### src/rtl/fm_wm_pkg.sv
// Shared types and constants for the FM x WM transformation stage.
package fm_wm_pkg;

    typedef enum logic [2:0] {
        IDLE,
        LOAD_W,
        READ_F,
        WRITE,
        NEXT_W,
        DONE
    } state_t;

    localparam int ADDRESS_WIDTH = 13;
    localparam logic [ADDRESS_WIDTH-1:0] WEIGHT_BASE_ADDR  = 13'h000;
    localparam logic [ADDRESS_WIDTH-1:0] FEATURE_BASE_ADDR = 13'h200;

endpackage

### src/rtl/fm_wm_wrap_counter.sv
// Modulo-MAX counter with enable, synchronous clear and terminal flag.
// Wraps by explicit compare so MAX need not be a power of two.
module fm_wm_wrap_counter #(
    parameter int MAX   = 4,
    parameter int WIDTH = 2
) (
    input  logic             clk,
    input  logic             reset,
    input  logic             enable,
    input  logic             clear,
    output logic [WIDTH-1:0] count,
    output logic             terminal
);

    localparam logic [WIDTH-1:0] LAST = WIDTH'(MAX - 1);

    // Count register: reset/clear to zero, otherwise step and wrap at LAST.
    always_ff @(posedge clk) begin
        if (reset || clear) begin
            count <= '0;
        end else if (enable) begin
            if (count == LAST) begin
                count <= '0;
            end else begin
                count <= count + WIDTH'(1);
            end
        end
    end

    assign terminal = (count == LAST);

endmodule

### src/rtl/fm_wm_transformation_fsm.sv
// Sequencing controller for the FM x WM transformation stage.
// For each weight column: load the column into the scratch pad, then for
// every feature row read the row and write one product word.
// Optional build macro FM_WM_STALL_EN adds a mem_stall input that freezes
// the sequence and suppresses all strobes while asserted.
module fm_wm_transformation_fsm #(
    parameter int FEATURE_ROWS          = 6,
    parameter int WEIGHT_COLS           = 3,
    parameter int COUNTER_FEATURE_WIDTH = $clog2(FEATURE_ROWS),
    parameter int COUNTER_WEIGHT_WIDTH  = $clog2(WEIGHT_COLS)
) (
    input  logic                             clk,
    input  logic                             reset,
`ifdef FM_WM_STALL_EN
    input  logic                             mem_stall,
`endif
    input  logic                             start,
    output logic                             enable_weight_count,
    output logic                             enable_feature_count,
    output logic                             enable_scratch_pad,
    output logic                             read_feature_or_weight,
    output logic                             enable_write_fm_wm_prod,
    output logic [COUNTER_FEATURE_WIDTH-1:0] fm_wm_row_wr_addr,
    output logic [COUNTER_WEIGHT_WIDTH-1:0]  fm_wm_col_wr_addr,
    output logic                             busy,
    output logic                             done
);

    import fm_wm_pkg::*;

    state_t                           state;
    state_t                           next_state;
    logic                             stall;
    logic                             row_inc;
    logic                             col_inc;
    logic                             cnt_clear;
    logic                             row_last;
    logic                             col_last;
    logic [COUNTER_FEATURE_WIDTH-1:0] row_cnt;
    logic [COUNTER_WEIGHT_WIDTH-1:0]  col_cnt;

`ifdef FM_WM_STALL_EN
    assign stall = mem_stall;
`else
    assign stall = 1'b0;
`endif

    // Idle keeps both counters parked at zero so a fresh run starts clean.
    assign cnt_clear = (state == IDLE);

    fm_wm_wrap_counter #(
        .MAX   (FEATURE_ROWS),
        .WIDTH (COUNTER_FEATURE_WIDTH)
    ) u_row_counter (
        .clk      (clk),
        .reset    (reset),
        .enable   (row_inc),
        .clear    (cnt_clear),
        .count    (row_cnt),
        .terminal (row_last)
    );

    fm_wm_wrap_counter #(
        .MAX   (WEIGHT_COLS),
        .WIDTH (COUNTER_WEIGHT_WIDTH)
    ) u_col_counter (
        .clk      (clk),
        .reset    (reset),
        .enable   (col_inc),
        .clear    (cnt_clear),
        .count    (col_cnt),
        .terminal (col_last)
    );

    // State register; reset aborts any run in progress.
    always_ff @(posedge clk) begin
        if (reset) begin
            state <= IDLE;
        end else begin
            state <= next_state;
        end
    end

    // Next-state and Moore output decode; a stall freezes everything and
    // masks the strobes while leaving the level outputs state-decoded.
    always_comb begin
        next_state              = state;
        enable_weight_count     = 1'b0;
        enable_feature_count    = 1'b0;
        enable_scratch_pad      = 1'b0;
        read_feature_or_weight  = 1'b0;
        enable_write_fm_wm_prod = 1'b0;
        busy                    = 1'b0;
        done                    = 1'b0;
        row_inc                 = 1'b0;
        col_inc                 = 1'b0;

        unique case (state)
            IDLE: begin
                if (start) begin
                    next_state = LOAD_W;
                end
            end
            LOAD_W: begin
                enable_scratch_pad = 1'b1;
                busy               = 1'b1;
                next_state         = READ_F;
            end
            READ_F: begin
                enable_feature_count   = 1'b1;
                read_feature_or_weight = 1'b1;
                busy                   = 1'b1;
                next_state             = WRITE;
            end
            WRITE: begin
                enable_write_fm_wm_prod = 1'b1;
                read_feature_or_weight  = 1'b1;
                busy                    = 1'b1;
                row_inc                 = 1'b1;
                next_state              = row_last ? NEXT_W : READ_F;
            end
            NEXT_W: begin
                enable_weight_count = 1'b1;
                busy                = 1'b1;
                col_inc             = 1'b1;
                next_state          = col_last ? DONE : LOAD_W;
            end
            DONE: begin
                done = 1'b1;
                if (!start) begin
                    next_state = IDLE;
                end
            end
            default: begin
                next_state = IDLE;
            end
        endcase

        if (stall) begin
            next_state              = state;
            enable_weight_count     = 1'b0;
            enable_feature_count    = 1'b0;
            enable_scratch_pad      = 1'b0;
            enable_write_fm_wm_prod = 1'b0;
            row_inc                 = 1'b0;
            col_inc                 = 1'b0;
        end
    end

    assign fm_wm_row_wr_addr = row_cnt;
    assign fm_wm_col_wr_addr = col_cnt;

endmodule
### config.mk
export PLATFORM = sky130hd
export DESIGN_NAME = fm_wm_transformation_fsm
export DESIGN_NICKNAME = d
export VERILOG_FILES = /design/src/rtl/fm_wm_pkg.sv /design/src/rtl/fm_wm_wrap_counter.sv /design/src/rtl/fm_wm_transformation_fsm.sv
export SDC_FILE = /design/constraint.sdc
export NUM_CORES = 1
export LEC_CHECK = 0
export ABC_AREA = 1
export ABC_CLOCK_PERIOD_IN_PS = 1600
export CAP_MARGIN = 20
export CORE_AREA = 2 2 39 41
export DETAILED_ROUTE_END_ITERATION = 16
export DIE_AREA = 0 0 41 43
export PLACE_DENSITY = 0.61
export SLEW_MARGIN = 20
export SYNTH_ARGS = -nofsm -noshare
export SYNTH_HDL_FRONTEND = slang
export SYNTH_SLANG_ARGS = --single-unit
### constraint.sdc
create_clock -name clk -period 1.6 [get_ports clk]
set_input_delay 0.32 -clock clk [delete_from_list [all_inputs] [get_ports clk]]
set_output_delay 0.32 -clock clk [all_outputs]
set_load 0.05 [all_outputs]
==> results by group, run 1 <==
Worst setup path
  • Critical path class: flip-flop to output port
  • Crit. End Element: output port
  • Worst setup path endpoint: busy
  • CP peak stage delay: 330 ps
  • Register-to-Register Path Depth: 5
  • Critical-path top delay cell: dfxtp_2
  • Buffers & Inverters on Critical Path: 1
  • Reg-to-reg critical path endpoint: u_col_counter.count[1]
  • CP Max Fanout: 3
  • Worst setup startpoint: state[0]
  • WP data arrival: 1180 ps
  • Flop2flop setup slack: between 400 and 500 ps
  • RR Startpoint: state[2]
  • Crit path required time: roughly 1300 ps
  • Critical Path Stages: 4
  • CP delay by family, top: simple AND/OR/NAND/NOR gates
  • Crit path launch type: flip-flop
  • Critical Path, Cell by Cell: nor2_4, nor2_1, or2_4, buf_8

Finish
  • Filler cells: ~130
  • Share of post-route cells with drive strength above 1: 0.337
  • Multi-input logic area: between 200 and 250 um2
  • Area delta synth->final: 63.9%
  • N_diodes: 0
  • Register area: approximately 160 um2
  • Final Net Count: 94

Power
  • Power per standard cell area: 718 nW/um2
  • Peak supply drop: ~0.00040 V
  • P_leak: around 0.37 nW
  • Tot Pwr: about 0.00055 W

Timing
  • Final setup TNS: 0 ps
  • Final Cycle Share: 0.939
  • Max frequency: 666 MHz
  • Worst-Margin Slew: around 240 ps
  • RSZ-0062 raised after global routing: false
  • Tmin final: between 1500 and 2000 ps
  • Worst Skew: roughly 5.5 ps
  • Final hold vios: 0
  • Normalized max-slew margin: 0.839
  • Final setup viols: 0
  • Slew Viols, Final: 0

Global route
  • Global-route wire length before repair: 1550 um
  • Vias in the first global route: 384
  • Overall routing resource usage: 0.134
  • Largest net degree at the start of global routing: 9
  • Total grt overflow: 0
  • Initial antenna violation count: 0

Logic synthesis
  • Area share of the largest cell type after synthesis: 0.345
  • Post-synth cell types: 20
  • Yosys reg bits: 8
  • Synth Cell Area: around 460 um2
  • Synth area leader: dfxtp_1
  • Mapped Avg Cell Area: around 6.6 um2
  • Sequential area share after synthesis: 0.345
  • Synth Instances: 70
  • Synth Warn #: 0
  • Synth top area cells: dfxtp_1, nand2_1, inv_1
  • Syn nets: 73

CTS
  • Hold Buf Count CTS: 0
  • Clock-pin slew of the registers on the worst-case setup and hold paths: ~60 ps
  • CTS sink cnt: 8
  • Root cell of the clock tree: clkbuf_4
  • CTS tree: yes
  • CTS buffer count: 3
  • Clk_lat worst skew: approximately 250 ps
  • Number of H-tree levels: 1
  • Longest Clk Path Bufs: 2

Place
  • Port Buffer Count: 14
  • GP Congestion: about 0.83
  • Post-DP HPWL: 731 um

Hold path
  • Class of the worst hold path: flip-flop to flip-flop
  • Hold path start: u_col_counter.count[1]

Floorplanning
  • Die Span Y: 43 um
  • IO Pins: 15
  • Die area: around 1800 um2
  • Core area: 1380 um2
  • Initial Utilization: 0.335
  • Die Width: about 40 um
  • Row count: 14

Detailed routing
  • DR WL/cell: between 9 and 10 um
  • ANT nets after route: 0
  • Vias per inst: 4.42
  • Detailed Routing Iterations Pass 1: 4
  • Initial DRC Count: 6
  • Vias: between 400 and 500
  • DRC viols: 0
  • Drt total wl: 970 um

Run status
  • Status: finished clean

Flow run
  • Max-Cap Viols: 0
area by class of cell:
cell class | count | area share
flip-flops and latches | 8 | 0.215
repair buffers | 18 | 0.342
inverters | 12 | 0.0592
well taps | 16 | 0.0263
clock buffers | 3 | 0.0296
multi-input cells | 48 | 0.327
cells in the mapped netlist:
cell type	number
buf_6	2
nor3_1	2
nand3_1	6
o21ai_0	2
nand3_2	1
inv_1	11
nand4_1	2
dfxtp_1	8
nor2_4	1
nand2_1	15
nor2_2	1
o21bai_1	1
nor2_1	10
nand3b_1	1
a21oi_1	2
inv_2	1
xor2_1	1
or2_2	1
or2_0	1
nand2_2	1
through the flow:
step	hold WS (ps)	area (um2)	std cells	worst slack (ps)	utilization
2_1_floorplan	392	474	70	31.6	-
3_3_place_gp	544	717	101	252	0.518
3_5_place_dp	546	717	101	241	0.518
4_1_cts	556	748	105	0.486	0.541
5_1_grt	584	761	105	18.2	0.550
6_report	547	761	105	97.8	0.550
report_power, final:
group          switching (W)  leakage, nW  total, W  internal, W
combinational      0.0000993        0.286  0.000179    0.0000799
sequential        0.00000590       0.0660  0.000212     0.000206
clock              0.0000690       0.0138  0.000155    0.0000859
cell families after synthesis:
| family | count (synthesis) | share of synthesized area |
|---|---|---|
| AOI/OAI and AO/OA | 5 | 0.0593 |
| xor gates and xnor gates | 1 | 0.0189 |
| buffers and inverters | 14 | 0.146 |
| DFF | 8 | 0.345 |
| and+or+nand+nor | 42 | 0.431 |
layout by cell type, fill, tap and decap left out, types with 2 or more instances in the layout:
cell	synthesis	layout
clkdlybuf4s50_1	0	2
dfxtp_1	8	5
nand4_1	2	2
o21ai_0	2	2
a21oi_1	2	2
buf_4	0	6
nand2_1	15	15
inv_1	11	11
nand3_1	6	6
dfxtp_2	0	3
buf_12	0	9
clkbuf_4	0	3
nor2_1	10	10
nor3_2	0	2
how the worst min path moves through the flow:
stage | end | slack [ps] | depth (start not counted)
6_report | u_col_counter.count[1] | 550 | 4
4_1_cts | u_col_counter.count[1] | 560 | 4
3_3_place_gp | u_col_counter.count[1] | 540 | 4
3_5_place_dp | u_col_counter.count[1] | 550 | 4
2_1_floorplan | state[1] | 390 | 1
5_1_grt | u_row_counter.count[0] | 580 | 2
routing by layer:
layer  up-vias  global-route usage  wire length (um)
met2        12               0.194               455
met3         2              0.0366                53
met5         -                   0                 0
li1        257                   -                 -
met1       193               0.159               444
met4         0               0.100                17
sequential cells by signal, indices dropped and copies added, names as in the netlist:
| signal | cells |
|---|---|
| u_col_counter.count | 2 |
| state | 3 |
| u_row_counter.count | 3 |
tightest hold or removal path: stages (launching register included):
cell and delay, ps:
dfxtp_1 300, inv_1 70, nand2_1 50, inv_1 40
nor2_1 30
what timing repair did:
action                                  CTS  global route
pin swaps                                 1             1
buffers inserted                          1             0
cloned                                    0             0
resized for setup                         1             5
endpoints found under the setup margin    1             2
Note: power is estimated with default switching activity, not from simulation.
==> run 2: changes to the inputs <==
Settings changed: CTS_CLUSTER_SIZE set to 30.
==> results of run 2 <==
No change in the layout: final DEF, timing and power equal those of run 1.
==> run 3: changes to the inputs <==
Settings changed: CAP_MARGIN 20 to unset.
==> results of run 3 <==
No change in the layout: final DEF, timing and power equal those of run 1.
